<file path="config.mk">
export PLATFORM = sky130hd
export DESIGN_NAME = uart_rx_ctrl
export DESIGN_NICKNAME = d
export VERILOG_FILES = /design/src/rtl/uart_pkg.sv /design/src/rtl/uart_sync_fifo.sv /design/src/rtl/uart_rx_ctrl.sv
export SDC_FILE = /design/constraint.sdc
export NUM_CORES = 1
export LEC_CHECK = 0
export CORE_ASPECT_RATIO = 0.8
export CORE_UTILIZATION = 58
export DETAILED_ROUTE_END_ITERATION = 10
export GPL_TIMING_DRIVEN = 0
export PLACE_DENSITY_LB_ADDON = 0.1
export SLEW_MARGIN = 20
export SYNTH_ARGS = -nofsm -noshare
export SYNTH_HDL_FRONTEND = slang
export SYNTH_SLANG_ARGS = --single-unit
</file>
<file path="constraint.sdc">
create_clock -name clk -period 5.2 [get_ports clk]
set_input_delay 1.04 -clock clk [delete_from_list [all_inputs] [get_ports clk]]
set_output_delay 1.04 -clock clk [all_outputs]
set_load 0.05 [all_outputs]
</file>
<file path="src/rtl/uart_pkg.sv">
// Shared types and constants for the UART receive controller: FSM states,
// FIFO entry sizing, watchdog limit and a saturating-increment helper.
package uart_pkg;

  typedef enum logic [1:0] {
    ST_IDLE   = 2'd0,
    ST_ACTIVE = 2'd1,
    ST_RECOV  = 2'd2,
    ST_ARM    = 2'd3
  } rx_state_t;

  localparam int unsigned OVERSAMPLE     = 16;
  localparam int unsigned FRAME_OVERHEAD = 4;
  localparam int unsigned RECOV_CLKS     = 2;
  localparam int unsigned CNT_WIDTH      = 8;

  // Entry layout is {ferr, perr, data}.
  function automatic int unsigned entry_width(input int unsigned dw);
    return dw + 2;
  endfunction

  // Generous bound: a full frame plus margin, counted in oversample ticks.
  function automatic int unsigned wdog_limit(input int unsigned dw);
    return OVERSAMPLE * (dw + FRAME_OVERHEAD);
  endfunction

  function automatic logic [CNT_WIDTH-1:0] sat_inc(input logic [CNT_WIDTH-1:0] v);
    return (v == '1) ? v : v + CNT_WIDTH'(1);
  endfunction

endpackage

</file>
<file path="src/rtl/uart_sync_fifo.sv">
// First-word-fall-through synchronous FIFO; a push into a full FIFO is
// accepted when a pop happens in the same clock.
module uart_sync_fifo #(
  parameter int unsigned WIDTH = 10,
  parameter int unsigned DEPTH = 8
) (
  input  logic             clk,
  input  logic             rst,
  input  logic             push,
  input  logic [WIDTH-1:0] push_data,
  input  logic             pop,
  output logic             full,
  output logic             empty,
  output logic [WIDTH-1:0] head
);

  localparam int unsigned AW = $clog2(DEPTH);

  logic [WIDTH-1:0] mem [DEPTH];
  logic [AW:0]      wr_ptr_reg;
  logic [AW:0]      rd_ptr_reg;
  logic             push_ok;
  logic             pop_ok;

  // Extra pointer MSB distinguishes full from empty when indices match.
  assign empty   = (wr_ptr_reg == rd_ptr_reg);
  assign full    = (wr_ptr_reg[AW] != rd_ptr_reg[AW]) &&
                   (wr_ptr_reg[AW-1:0] == rd_ptr_reg[AW-1:0]);
  assign pop_ok  = pop && !empty;
  assign push_ok = push && (!full || pop_ok);
  assign head    = empty ? '0 : mem[rd_ptr_reg[AW-1:0]];

  always_ff @(posedge clk) begin
    if (push_ok) begin
      mem[wr_ptr_reg[AW-1:0]] <= push_data;
    end
  end

  always_ff @(posedge clk or negedge rst) begin
    if (!rst) begin
      wr_ptr_reg <= '0;
      rd_ptr_reg <= '0;
    end else begin
      if (push_ok) wr_ptr_reg <= wr_ptr_reg + (AW+1)'(1);
      if (pop_ok)  rd_ptr_reg <= rd_ptr_reg + (AW+1)'(1);
    end
  end

endmodule

</file>
<file path="src/rtl/uart_rx_ctrl.sv">
// UART receive controller: oversample tick generation, between-frame config
// application, frame queueing with error flags, error counters and watchdog.
module uart_rx_ctrl
  import uart_pkg::*;
#(
  parameter int unsigned DATA_WIDTH  = 8,
  parameter int unsigned FIFO_DEPTH  = 8,
  parameter int unsigned DIV_WIDTH   = 16,
  parameter int unsigned DEFAULT_DIV = 27
) (
  input  logic                  clk,
  input  logic                  rst,
  input  logic                  cfg_wr,
  input  logic [DIV_WIDTH-1:0]  cfg_div,
  input  logic                  cfg_parity_en,
  input  logic                  cfg_odd_even,
  input  logic                  clr_status,
  input  logic                  rx,
  output logic                  rx_tick,
  output logic                  rx_rst,
  output logic                  rx_parity_en,
  output logic                  rx_odd_even,
  input  logic                  rx_done,
  input  logic [DATA_WIDTH-1:0] rx_data,
  input  logic                  rx_perr,
  input  logic                  rx_ferr,
  output logic                  out_valid,
  output logic [DATA_WIDTH-1:0] out_data,
  output logic                  out_perr,
  output logic                  out_ferr,
  input  logic                  out_ready,
  output logic                  overflow,
  output logic [7:0]            perr_cnt,
  output logic [7:0]            ferr_cnt,
  output logic [7:0]            tmo_cnt
);

  localparam int unsigned ENTRY_W  = entry_width(DATA_WIDTH);
  localparam int unsigned WD_LIMIT = wdog_limit(DATA_WIDTH);
  localparam int unsigned WD_W     = $clog2(WD_LIMIT + 1);
  localparam logic [DIV_WIDTH-1:0] DIV_RST = DIV_WIDTH'(DEFAULT_DIV);

  rx_state_t state_reg, state_next;

  logic [DIV_WIDTH-1:0] div_reg, baud_cnt_reg, div_eff;
  logic [DIV_WIDTH-1:0] sh_div_reg;
  logic                 sh_parity_en_reg, sh_odd_even_reg, pending_reg;
  logic                 parity_en_reg, odd_even_reg;
  logic [WD_W-1:0]      wdog_cnt_reg;
  logic [1:0]           recov_cnt_reg;
  logic                 rx_rst_reg;
  logic                 ferr_prev_reg;
  logic                 overflow_reg;

  logic start_frame, apply_cfg, wdog_expire;
  logic done_accept, fifo_full, fifo_empty, drop;
  logic [ENTRY_W-1:0] fifo_head;

  // ---------------- baud tick ----------------
  assign div_eff = (div_reg == '0) ? DIV_WIDTH'(1) : div_reg;
  assign rx_tick = (baud_cnt_reg == div_eff - DIV_WIDTH'(1));

  always_ff @(posedge clk or negedge rst) begin
    if (!rst) begin
      baud_cnt_reg <= '0;
    end else if (apply_cfg || rx_tick) begin
      baud_cnt_reg <= '0;
    end else begin
      baud_cnt_reg <= baud_cnt_reg + DIV_WIDTH'(1);
    end
  end

  // ---------------- config shadow ----------------
  // A tick that starts a frame blocks the apply so the new frame keeps old settings.
  assign start_frame = (state_reg == ST_IDLE) && rx_tick && !rx;
  assign apply_cfg   = pending_reg &&
                       (((state_reg == ST_IDLE) && !start_frame) || (state_reg == ST_ARM));

  always_ff @(posedge clk or negedge rst) begin
    if (!rst) begin
      sh_div_reg       <= DIV_RST;
      sh_parity_en_reg <= 1'b0;
      sh_odd_even_reg  <= 1'b0;
      pending_reg      <= 1'b0;
      div_reg          <= DIV_RST;
      parity_en_reg    <= 1'b0;
      odd_even_reg     <= 1'b0;
    end else begin
      if (cfg_wr) begin
        sh_div_reg       <= cfg_div;
        sh_parity_en_reg <= cfg_parity_en;
        sh_odd_even_reg  <= cfg_odd_even;
      end
      if (apply_cfg) begin
        div_reg       <= sh_div_reg;
        parity_en_reg <= sh_parity_en_reg;
        odd_even_reg  <= sh_odd_even_reg;
      end
      pending_reg <= cfg_wr || (pending_reg && !apply_cfg);
    end
  end

  assign rx_parity_en = parity_en_reg;
  assign rx_odd_even  = odd_even_reg;

  // ---------------- FSM / watchdog ----------------
  always_comb begin
    state_next  = state_reg;
    wdog_expire = 1'b0;
    case (state_reg)
      ST_IDLE: begin
        if (start_frame) state_next = ST_ACTIVE;
      end
      ST_ACTIVE: begin
        if (rx_done) begin
          state_next = ST_IDLE;
        end else if (rx_tick && (wdog_cnt_reg == WD_W'(WD_LIMIT - 1))) begin
          state_next  = ST_RECOV;
          wdog_expire = 1'b1;
        end
      end
      ST_RECOV: begin
        if (recov_cnt_reg == 2'(RECOV_CLKS - 1)) state_next = ST_ARM;
      end
      ST_ARM: begin
        if (rx_tick && rx) state_next = ST_IDLE;
      end
      default: state_next = ST_IDLE;
    endcase
  end

  always_ff @(posedge clk or negedge rst) begin
    if (!rst) begin
      state_reg     <= ST_IDLE;
      wdog_cnt_reg  <= '0;
      recov_cnt_reg <= '0;
      rx_rst_reg    <= 1'b0;
    end else begin
      state_reg <= state_next;
      if (state_reg != ST_ACTIVE) begin
        wdog_cnt_reg <= '0;
      end else if (rx_tick) begin
        wdog_cnt_reg <= wdog_cnt_reg + WD_W'(1);
      end
      recov_cnt_reg <= (state_reg == ST_RECOV) ? recov_cnt_reg + 2'd1 : 2'd0;
      rx_rst_reg    <= (state_next != ST_RECOV);
    end
  end

  assign rx_rst = rx_rst_reg;

  // ---------------- frame queue ----------------
  assign done_accept = rx_done && ((state_reg == ST_IDLE) || (state_reg == ST_ACTIVE));
  assign drop        = done_accept && fifo_full && !out_ready;

  uart_sync_fifo #(
    .WIDTH (ENTRY_W),
    .DEPTH (FIFO_DEPTH)
  ) u_fifo (
    .clk       (clk),
    .rst       (rst),
    .push      (done_accept),
    .push_data ({rx_ferr, rx_perr, rx_data}),
    .pop       (out_ready),
    .full      (fifo_full),
    .empty     (fifo_empty),
    .head      (fifo_head)
  );

  assign out_valid = !fifo_empty;
  assign out_data  = fifo_head[DATA_WIDTH-1:0];
  assign out_perr  = fifo_head[DATA_WIDTH];
  assign out_ferr  = fifo_head[DATA_WIDTH+1];

  // ---------------- status ----------------
  always_ff @(posedge clk or negedge rst) begin
    if (!rst) begin
      ferr_prev_reg <= 1'b0;
      overflow_reg  <= 1'b0;
    end else begin
      ferr_prev_reg <= rx_ferr;
      if (clr_status) begin
        overflow_reg <= 1'b0;
      end else if (drop) begin
        overflow_reg <= 1'b1;
      end
    end
  end

  assign overflow = overflow_reg;

  // Counter order: 0 parity, 1 framing (edge of rx_ferr), 2 watchdog timeout.
  logic [2:0]             cnt_inc;
  logic [3*CNT_WIDTH-1:0] cnt_flat;

  assign cnt_inc = {wdog_expire,
                    rx_ferr && !ferr_prev_reg,
                    done_accept && rx_perr && parity_en_reg};

  for (genvar gi = 0; gi < 3; gi++) begin : g_cnt
    logic [CNT_WIDTH-1:0] cnt_reg;
    always_ff @(posedge clk or negedge rst) begin
      if (!rst) begin
        cnt_reg <= '0;
      end else if (clr_status) begin
        cnt_reg <= '0;
      end else if (cnt_inc[gi]) begin
        cnt_reg <= sat_inc(cnt_reg);
      end
    end
    assign cnt_flat[gi*CNT_WIDTH +: CNT_WIDTH] = cnt_reg;
  end

  assign perr_cnt = cnt_flat[0*CNT_WIDTH +: CNT_WIDTH];
  assign ferr_cnt = cnt_flat[1*CNT_WIDTH +: CNT_WIDTH];
  assign tmo_cnt  = cnt_flat[2*CNT_WIDTH +: CNT_WIDTH];

endmodule

</file>
==> flow_summary.json <==
{
  "cap_violations": 0,
  "switching_power_w": 0.001310,
  "switching_share_pct": 32.53,
  "clkTransAtPathRegs_ns": 0.07,
  "worstHoldPathType": "reg -> reg",
  "slowest_stage": "or4b_4",
  "yosys.area.top_type": "edfxtp_1",
  "ant_nets": 0,
  "place_inst": 1062,
  "worst_setup_path_start_kind": "flip-flop",
  "yosys.area_share.simple_pct": 14.99,
  "crit_type": "reg -> out",
  "post-synth-top-count-cell": "dfrtp_1",
  "synth_common_cells": "dfrtp_1, edfxtp_1, nor2_1",
  "diodes": 0,
  "ys_types": 68,
  "critPathMaxFanout": 10,
  "syn-mean-instance-area_um2": 11.68,
  "antenna_found_initial": 0,
  "vias": 6903,
  "synthMuxAreaShare_pct": 9.335,
  "rr_endpoint": "baud_cnt_reg[10]$_DFF_PN0_",
  "post-route-util_pct": 71.06,
  "fp-row-count": 40,
  "yosysSeqAreaShare_pct": 54.16,
  "start_util_pct": 59.83,
  "finalNonFillerCells": 1092,
  "crit_required_ns": 4.16,
  "hpwl_mm": 15.03,
  "ys_ff_latch": 180,
  "reg2reg_depth": 15,
  "comb_power_share_pct": 27.9,
  "gp_congestion": 0.9115,
  "postCtsHoldBufs": 0,
  "power_density_nw_per_um2": 373.7,
  "hold_depth": 1,
  "synth_edf_count": 80,
  "ys_warn_count": 0,
  "viasPerCell": 6.321,
  "synthesis.nets": 821,
  "numCtsBuffers": 17,
  "tightest_slew_ns": 1.143,
  "ys_async_sr_fraction_pct": 55.56,
  "fin_ws_ns": 0.1026,
  "clockBufferDepth": 2,
  "grt_pass1_vias": 6915,
  "layout-drive-gt1-share_pct": 14.85,
  "critPathCaptureType": "primary output",
  "synth_top_family_by_area": "simple AND/OR/NAND/NOR gates",
  "place_ws_ns": -0.4066,
  "io_buffers": 72,
  "fp.dieH_um": 113.9,
  "crit_cells": 13,
  "final_nets": 913,
  "design.die.area_um2": 16150,
  "seqPwrFrac_pct": 39.8,
  "setup_violations": 0,
  "skew_ns": 0.008309,
  "clock_latency_ns": 0.44,
  "arrival_ns": 4.06,
  "min_from": "recov_cnt_reg[0]$_DFF_PN0_",
  "cts_tree": "yes",
  "max_stage_delay_ns": 0.54,
  "post-route-min-period_ns": 5.097,
  "ff2ff_setup_slack_ns": 0.33,
  "area_delta_synth_final_pct": 18.77,
  "synth_area_leaders": "edfxtp_1, dfrtp_1, mux4_2, nor2_1, mux2_2",
  "grt_start_max_net_pins": 60,
  "cts_max_level": 4,
  "synth_compound_area_share_pct": 11.60,
  "relSlewSlack_pct": 23.52,
  "cp_cell_sequence": "buf_2 > or4_4 > or4_4 > nor2_2 > nor2_2 > ha_2 > buf_4 > o21ba_2 > a22oi_1 > o211ai_1 > or4b_4 > nor4b_4 > buf_6",
  "peakVddDrop_v": 0.0002242,
  "power_frac_clock_pct": 32.3,
  "wl_mm": 22.19,
  "slew_viol_final": 0,
  "gr-total-overflow": 0,
  "fmax_mhz": 196.2,
  "internal_power_w": 0.002717,
  "ys.flop_type": "dfrtp_1",
  "fillCellCount": 1057,
  "track_usage_pct": 29.14,
  "synthXorXnorAreaFrac_pct": 5.116,
  "critPathTopFamily": "simple AND/OR/NAND/NOR gates",
  "die_x_um": 141.8,
  "root_buffer": "clkbuf_16",
  "status": "completed",
  "io_pins": 75,
  "clock_sinks": 180,
  "drtIter0Drc": 639,
  "synth_top_cell_area_share_pct": 26.48,
  "crit_end": "rx_tick",
  "period_share_pct": 98.03,
  "path_buf_inv": 3,
  "leakagePower_nw": 3.906,
  "cp-startpoint": "div_reg[11]$_DFFE_PN0P_",
  "syn_inst": 777,
  "largest_register_ffs": 80,
  "r2r_start": "div_reg[11]$_DFFE_PN0P_",
  "synthAdderAreaFrac_pct": 1.241,
  "drt-pass1-iter-count": 8,
  "netlist_area_um2": 9074,
  "wl_per_cell_um": 20.32,
  "grt_pass1_wl_mm": 35.53,
  "hold_violations": 0,
  "core_um2": 15160,
  "drcViolationCount": 0,
  "power.total_w": 0.004027
}
-- kinds of logic after synthesis --
family                   count (synthesis)
buffers and inverters                   76
AO/OA/AOI/OAI                          139
flip-flops                             180
adder cells (fa/ha/maj)                  9
AND/OR/NAND/NOR                        263
XOR/XNOR                                53
multiplexers                            57
-- cells in the final DEF, fill, tap and decap left out, types with 8 or more instances in the layout --
cell,instances
xnor2_1,27
nor2_1,59
nand2b_1,27
o21ai_0,26
inv_1,13
or4_1,9
nor3_1,25
clkbuf_1,41
and3_1,10
nand2_1,52
edfxtp_1,80
xor2_1,26
mux2i_1,16
dfrtp_1,92
nand4_1,8
clkbuf_16,17
ha_1,8
mux2_2,21
mux4_2,20
clkdlybuf4s50_1,70
o31ai_1,8
a21oi_1,13
o22ai_1,18
o41ai_1,21
a221oi_1,19
dfstp_2,8
nand3_1,23
-- how the worst min path moves through the flow --
| stage | slack, ns | endpoint |
|---|---|---|
| after floorplan | 0.41 | recov_cnt_reg[0]$_DFF_PN0_ |
| after global placement | 0.42 | recov_cnt_reg[0]$_DFF_PN0_ |
| after detailed placement | 0.44 | recov_cnt_reg[0]$_DFF_PN0_ |
| after CTS | 0.44 | recov_cnt_reg[0]$_DFF_PN0_ |
| after global routing | 0.46 | recov_cnt_reg[0]$_DFF_PN0_ |
| final | 0.45 | recov_cnt_reg[0]$_DFF_PN0_ |
-- through the flow --
step | hold slack (ns) | instance area (µm²) | setup TNS [ns]
after CTS | 0.4447 | 10760 | 0
after detailed placement | 0.4356 | 10130 | -0.4066
final | 0.4453 | 10780 | 0
after global placement | 0.4222 | 10070 | -54.68
after global routing | 0.4567 | 10780 | -0.002590
after floorplan | 0.4099 | 9089 | 0
-- power by group through the flow --
stage               clock (W)  sequential (W)  combinational [W]
floorplan                   0         0.00161           0.000781
global route          0.00137         0.00161            0.00119
finish                0.00130         0.00160            0.00113
CTS                   0.00132         0.00159            0.00113
global placement            0         0.00162            0.00109
detailed placement          0         0.00162            0.00112
-- area by class of cell --
cell class / instances / area, µm² / area share, %
inverter: 13 / 48.80 / 0.4528
buffer: 59 / 256.5 / 2.380
clock inverter: 15 / 175.2 / 1.625
sequential: 180 / 4915 / 45.61
timing repair buffer: 77 / 780.7 / 7.245
clock buffer: 17 / 425.4 / 3.948
tap: 210 / 262.8 / 2.438
multi-input combinational: 521 / 3913 / 36.31
-- what timing repair did --
action	4_1_cts	5_1_grt
resized for setup	11	5
pin swaps	2	1
setup buffers	1	1
endpoints found under the setup margin	1	9
-- worst reg2reg max path, stage by stage (launching register included) --
cell and delay [ns]:
dfrtp_1 0.36, buf_2 0.18, or4_4 0.52, or4_4 0.48, nor2_2 0.16, nor2_2 0.05
ha_2 0.17, or3b_4 0.23, or3_4 0.15, mux2_2 0.37, a2111oi_4 0.36, o2111ai_4 0.27
clkbuf_1 0.30, o21ai_1 0.70, buf_2 0.36, nor2_1 0.08
-- per-layer routing --
metal / global-route usage (%) / share of wire [%] / vias up
met2: 45.91 / 46 / 329
met4: 11.47 / 2.4 / 0
met1: 38.53 / 42 / 3433
met5: 0 / 0 / -
met3: 8.144 / 9.0 / 50
li1: - / - / 3091
(Power assumes the default switching activity.)
